File: config.mk
export PLATFORM = sky130hd
export DESIGN_NAME = uart_tx
export DESIGN_NICKNAME = d
export VERILOG_FILES = /design/src/rtl/uart_tx.sv
export SDC_FILE = /design/constraint.sdc
export NUM_CORES = 1
export LEC_CHECK = 0
export CORE_MARGIN = 8
export CORE_UTILIZATION = 45
export DETAILED_ROUTE_END_ITERATION = 10
export GPL_ROUTABILITY_DRIVEN = 0
export PLACE_DENSITY = 0.65
export SLEW_MARGIN = 15
export SYNTH_ARGS = -nofsm -noshare
export SYNTH_HDL_FRONTEND = slang
export SYNTH_SLANG_ARGS = --single-unit
File: constraint.sdc
create_clock -name clk -period 5.1 [get_ports clk]
set_input_delay 1.02 -clock clk [delete_from_list [all_inputs] [get_ports clk]]
set_output_delay 1.02 -clock clk [all_outputs]
set_load 0.02 [all_outputs]
File: src/rtl/uart_tx.sv
// rtl/uart_tx.sv - UART transmitter: start, 8 data bits LSB first, optional parity, stop
// Each bit is held for the latched Prescale clk cycles; Busy covers the whole frame.
module uart_tx #(
  parameter int DATA_WIDTH = 8
) (
  input  logic                  clk,
  input  logic                  rst,
  input  logic [DATA_WIDTH-1:0] P_DATA,
  input  logic                  Data_Valid,
  input  logic                  PAR_EN,
  input  logic                  PAR_TYP,
  input  logic [5:0]            Prescale,
  output logic                  TX_OUT,
  output logic                  Busy
);

  localparam int IW = (DATA_WIDTH > 1) ? $clog2(DATA_WIDTH) : 1;
  localparam logic [IW-1:0] LAST_IDX = IW'(DATA_WIDTH - 1);

  localparam logic [2:0] S_IDLE   = 3'd0;
  localparam logic [2:0] S_START  = 3'd1;
  localparam logic [2:0] S_DATA   = 3'd2;
  localparam logic [2:0] S_PARITY = 3'd3;
  localparam logic [2:0] S_STOP   = 3'd4;

  logic [2:0]            state_q, state_d;
  logic [5:0]            cnt_q, cnt_d;
  logic [IW-1:0]         bit_q, bit_d;
  logic [DATA_WIDTH-1:0] data_q, data_d;
  logic                  par_en_q, par_en_d;
  logic                  parity_q, parity_d;
  logic [5:0]            prescale_q, prescale_d;
  logic                  tx_q, tx_d;
  logic                  busy_q, busy_d;

  // Prescale 0 wraps to 63 here, giving a 64-cycle bit.
  logic [5:0]    cnt_last;
  logic          bit_end;
  logic [IW-1:0] nxt_idx;

  assign cnt_last = prescale_q - 6'd1;
  assign bit_end  = (cnt_q == cnt_last);
  assign nxt_idx  = bit_q + 1'b1;

  always_comb begin
    state_d    = state_q;
    cnt_d      = cnt_q;
    bit_d      = bit_q;
    data_d     = data_q;
    par_en_d   = par_en_q;
    parity_d   = parity_q;
    prescale_d = prescale_q;
    tx_d       = tx_q;
    busy_d     = busy_q;

    if (state_q == S_IDLE) begin
      tx_d   = 1'b1;
      busy_d = 1'b0;
      cnt_d  = '0;
      if (Data_Valid) begin
        data_d     = P_DATA;
        par_en_d   = PAR_EN;
        parity_d   = (^P_DATA) ^ PAR_TYP;
        prescale_d = Prescale;
        bit_d      = '0;
        state_d    = S_START;
        tx_d       = 1'b0;
        busy_d     = 1'b1;
      end
    end else begin
      cnt_d = bit_end ? 6'd0 : cnt_q + 6'd1;
      if (bit_end) begin
        case (state_q)
          S_START: begin
            state_d = S_DATA;
            bit_d   = '0;
            tx_d    = data_q[0];
          end
          S_DATA: begin
            if (bit_q == LAST_IDX) begin
              state_d = par_en_q ? S_PARITY : S_STOP;
              tx_d    = par_en_q ? parity_q : 1'b1;
            end else begin
              bit_d = nxt_idx;
              tx_d  = data_q[nxt_idx];
            end
          end
          S_PARITY: begin
            state_d = S_STOP;
            tx_d    = 1'b1;
          end
          default: begin
            state_d = S_IDLE;
            tx_d    = 1'b1;
            busy_d  = 1'b0;
          end
        endcase
      end
    end
  end

  always_ff @(posedge clk or posedge rst) begin
    if (rst) begin
      state_q    <= S_IDLE;
      cnt_q      <= '0;
      bit_q      <= '0;
      data_q     <= '0;
      par_en_q   <= 1'b0;
      parity_q   <= 1'b0;
      prescale_q <= '0;
      tx_q       <= 1'b1;
      busy_q     <= 1'b0;
    end else begin
      state_q    <= state_d;
      cnt_q      <= cnt_d;
      bit_q      <= bit_d;
      data_q     <= data_d;
      par_en_q   <= par_en_d;
      parity_q   <= parity_d;
      prescale_q <= prescale_d;
      tx_q       <= tx_d;
      busy_q     <= busy_d;
    end
  end

  assign TX_OUT = tx_q;
  assign Busy   = busy_q;

endmodule

# --- Yosys cells after proc, flatten, opt, wreduce, memory -nomap -nowiden ---
# Cells that the tools add are included.
classes:
  order_cmp: 1
  n_addsub: 3
  eq_ne: 9
  bitwise: 1
  n_mux: 25
  n_reduce_logical: 9
ops:
  columns: ["cell", "count"]
  rows:
  - ["3-bit 2-to-1 mux", 9]
  - ["6-bit 2-to-1 mux", 2]
  - ["1-bit 2-to-1 mux", 10]
  - ["3-bit case mux with 3 select lines", 1]
  - ["8-bit XOR reduction", 1]
  - ["6-bit by 1-bit adder with 6-bit output (second input constant)", 1]
  - ["3-bit by 2-bit == test with 1-bit output (second input constant)", 2]
  - ["6-bit == test", 1]
  - ["3-bit inequality test (second input constant)", 2]
  - ["3-bit case mux with 2 select lines", 1]
  - ["6-bit by 1-bit subtractor with 6-bit output (second input constant)", 1]
  - ["3-bit by 4-bit < comparator with 1-bit output (second input constant)", 1]
  - ["2-bit AND reduction", 2]
  - ["4-bit AND reduction", 1]
  - ["3-bit by 1-bit adder with 3-bit output (second input constant)", 1]
  - ["1-bit binary-select mux with 3-bit select", 1]
  - ["3-bit by 1-bit == test with 1-bit output (second input constant)", 1]
  - ["3-bit == test (second input constant)", 1]
  - ["3-bit logical NOT", 1]
  - ["3-bit AND reduction", 1]
  - ["3-bit nonzero test", 1]
  - ["3-bit OR reduction", 1]
  - ["2-bit by 1-bit inequality test with 1-bit output (second input constant)", 1]
  - ["2-bit inequality test (second input constant)", 1]
  - ["other kinds (3)", 3]
totals:
  ff_bits: 30
  input_bits: 19
  word_cells: 57
  output_inout_bits: 2

# --- Longest topological paths before layout ---
depth:
  ltp_word: 7
  depth_mapped: 7
  depth_no_buf: 7

# --- Least setup slack after synthesis ---
# OpenSTA, ideal clock, no wires.
synth_timing:
  kind: "register to register"
  from: "register prescale_q[0]"
  to: "register bit_q[0]"
  t_arrival_ps: 1948
  t_required_ps: 5021
  n_path_buf: 0
  setup_time_ps: 79
  synth_period_minus_slack_ps: 2028
  setup_slack_ps: 3072
  stages_incl_launch_ff: 8
  path_cell_list: "dfrtp_1 > inv_1 > ha_1 > or3b_1 > a211oi_2 > nand3_2 > nor4b_4 > mux2i_1"
synth_via:
  elab_chain_len: 4
synth_lines:
  columns: ["element", "line", "text"]
  rows:
  - ["start: declaration", "32", "logic [5:0] prescale_q, prescale_d;"]
  - ["start signal: assignment", "120", "prescale_q <= prescale_d;"]
  - ["6-bit by 1-bit subtractor with 6-bit output", "41", "assign cnt_last = prescale_q - 6'd1;"]
  - ["6-bit == test", "42", "assign bit_end = (cnt_q == cnt_last);"]
  - ["2-bit nonzero test (no source line)", null, null]
  - ["4-bit AND reduction (no source line)", null, null]
  - ["end signal: assignment", "116", "bit_q <= bit_d;"]
  - ["end: declaration", "28", "logic [IW-1:0] bit_q, bit_d;"]
# Every way passes these cells.
# A chain may end at the register's enable or synchronous reset.

# --- Final worst setup path ---
layout_timing:
  from: "register tx_q, in the netlist TX_OUT"
  to: "output port TX_OUT"
layout_lines:
  columns: ["element", "line", "text"]
  rows:
  - ["start: declaration", "33", "logic tx_q, tx_d;"]
  - ["start signal: assignment", "121", "tx_q <= tx_d;"]
  - ["end: declaration", "13", "output logic TX_OUT,"]
# No word-level cell between the ends.

==> summary.txt <==
Global route
  • Largest net degree at the start of global routing: 31
  • Initial antenna violation count: 0
  • GR Util All Layers: 0.123
  • Vias in the first global route: 1,293
  • First-pass GRT wire length: 5960 um
  • GR Overflow Total: 0

Min path
  • Hold path cells: 2
  • Hold path start: parity_q
  • HP Class: reg -> reg
  • WHS Endpoint: parity_q

Yosys
  • EDFF count, synth: 0
  • Top_reg_cell synth: dfrtp_1
  • Synth Cell Area: 0.00169 mm2
  • Part of the Yosys area used for sequential elements: 0.444
  • Post-synthesis async set-or-reset flop share: 1.00
  • Synthesized flop and latch total: 30
  • Mean Syn Cell Area: 11.4 um2
  • Cell count after synthesis: 149
  • Mapped Nets: 172
  • Post-synthesis cell type count: 40
  • Synth Warn #: 0

Floorplanning
  • Initial Utilization: 0.466
  • Core Rows: 22
  • IO Count: 21
  • Core area: 0.00363 mm2
  • Die H: 77.3 um
  • Die area: 0.00598 mm2
  • Die Wd: 77.3 um

Power
  • Power Density: approximately 230 mW/mm2
  • Leakage: 0.864 nW
  • Max IR drop VDD: ~150 uV

Clock network
  • Clock transition at path regs: 0.06 ns
  • Maximum clock insertion buffer count: 2
  • CTS tree: built
  • Root Driver: clkbuf_8
  • Clk sinks: 30
  • CTS Buf Count: 5
  • Post-CTS setup buffer count: 0
  • Worst skew pair latency: ~0.28 ns
  • CTS resizes: 0
  • H-tree Lvls: 2
  • CTS Hold Bufs: 0

STA
  • # setup viols final: 0
  • Total negative slack: 0 ns
  • Max_slew headroom: 0.451
  • Worst-Margin Slew: ~0.8 ns
  • Max Clk Rate: 412 MHz
  • PnR worst setup slack: 2.67 ns
  • Worst clock skew: 0.00522 ns
  • Fin crit period: 2.43 ns
  • Period utilization: 0.476
  • Final Hold Vio Count: 0
  • RSZ-0062 raised after global routing: no
  • Slew Limit Fails: 0

Layout
  • Commonest non-fill, non-tap cells in the layout: 29 x dfrtp_1, 20 x clkdlybuf4s50_1, 18 x mux2_2
  • Number of diodes: 0
  • Share of post-route cells with drive strength above 1: 0.194
  • Post-layout net count: 197
  • Area Growth Syn to Fin: 20.3%
  • Commonest non-fill, non-tap cell in the layout: dfrtp_1

Critical path
  • Crit-path max cell delay: 0.60 ns
  • Worst-case reg-to-reg path depth: 3
  • WP data arrival: 1.41 ns
  • Worst reg2reg setup slack: about 2.8 ns
  • Worst setup EP type: primary output
  • WP buf/inv: 1
  • Slowest CP cell: clkdlybuf4s50_1
  • CP max FO: 2
  • Reg2reg end: par_en_q
  • CP Launch Type: flip-flop
  • CP cell instances: clkdlybuf4s50_1
  • RR Startpoint: state_q[2]
  • Worst path top cell family by delay: buffers and inverters
  • Worst Setup Path Type: reg -> out
  • CP Data Required Time: 4.08 ns

Drt
  • DR DRC count: 0
  • DR vias/cell: 5.25
  • Initial DRT Pass Iterations: 4
  • Post-route ant nets: 0
  • DR iter-0 viols: 80
  • Wire per inst: 15.4 um
  • Via count: 1,171
  • Total routed wirelength: 3440 um

Run
  • # Max-Cap Violations: 0

Place
  • # port buffers: 20
  • Dpl ws: 2.46 ns
  • Post-DP HPWL: 2560 um

Outcome
  • Status: complete, no violations
==> flip-flops by register name, indices dropped and copies added (netlist names) <==
| name | flops |
|---|---|
| state_q | 3 |
| data_q | 8 |
| parity_q | 1 |
| TX_OUT | 1 |
| Busy | 1 |
| prescale_q | 6 |
| cnt_q | 6 |
| par_en_q | 1 |
| bit_q | 3 |
==> kinds of logic (layout without fill, tap and decap cells) <==
kind of cell    count (synthesis)  after routing  synth area share
fa+ha+maj                       4              4            0.0296
mux                            21             21             0.137
compound gates                 22             22             0.101
simple gates                   47             47             0.180
xor+xnor                       18             18            0.0931
flops                          30             30             0.444
buf+inv                         7             33            0.0155
==> worst max path at each step <==
| stage | slack (ns) | endpoint | cells after the start | from |
|---|---|---|---|---|
| finish | 2.67 | TX_OUT | 1 | TX_OUT |
| global route | 2.60 | par_en_q | 3 | state_q[2] |
| CTS | 2.66 | TX_OUT | 1 | TX_OUT |
| detailed placement | 2.46 | par_en_q | 3 | Data_Valid |
| global placement | 2.51 | data_q[5] | 3 | Data_Valid |
| floorplan | 3.07 | bit_q[0] | 7 | prescale_q[0] |
==> metal layers <==
layer	wire [um]	GRT usage
met3	131	0.0426
met1	1570	0.147
met2	1680	0.198
met4	52	0.0491
met5	0	0
==> synth_stat cells (4+ instances only) <==
library cell / n / area share
inv_1: 5 / 0.011
nor2_1: 4 / 0.0089
nand3_1: 4 / 0.012
nor3_1: 5 / 0.015
xnor2_1: 14 / 0.072
ha_1: 4 / 0.030
xor2_1: 4 / 0.021
nand2_1: 10 / 0.022
nor3b_1: 4 / 0.018
dfrtp_1: 29 / 0.43
nand2b_1: 7 / 0.026
o21ai_0: 7 / 0.021
mux2_2: 18 / 0.12
==> worst min-delay path: stages (launching register included) <==
cell and delay (ns):
dfrtp_1 0.34, nand2_1 0.05, o21ai_0 0.06
==> report_power, final <==
part           internal, mW  switching (mW)  leakage (nW)
combinational        0.0196          0.0126         0.424
sequential            0.238               0         0.391
clock                 0.109          0.0870        0.0482
total                 0.366          0.0996         0.864
==> metrics by stage <==
step / area (um2) / hold slack [ns] / util / total power, mW / instances
3_3_place_gp: 1950 / 0.468 / 0.535 / 0.274 / 215
5_1_grt: 2040 / 0.521 / 0.561 / 0.483 / 223
6_report: 2040 / 0.478 / 0.561 / 0.466 / 223
2_1_floorplan: 1690 / 0.441 / - / 0.257 / 149
3_5_place_dp: 1950 / 0.470 / 0.535 / 0.275 / 215
4_1_cts: 2040 / 0.485 / 0.561 / 0.470 / 223
==> layout make-up <==
type / instances / area [um2]
Inverter: 5 / 18.8
Tap cell: 48 / 60.1
Timing Repair Buffer: 20 / 200
Fill cell: 345 / 1600
Clock buffer: 7 / 86.3
Multi-Input combinational cell: 112 / 915
Sequential cell: 30 / 752
Clock inverter: 1 / 5.00
Note: power is estimated with default switching activity, not from simulation.
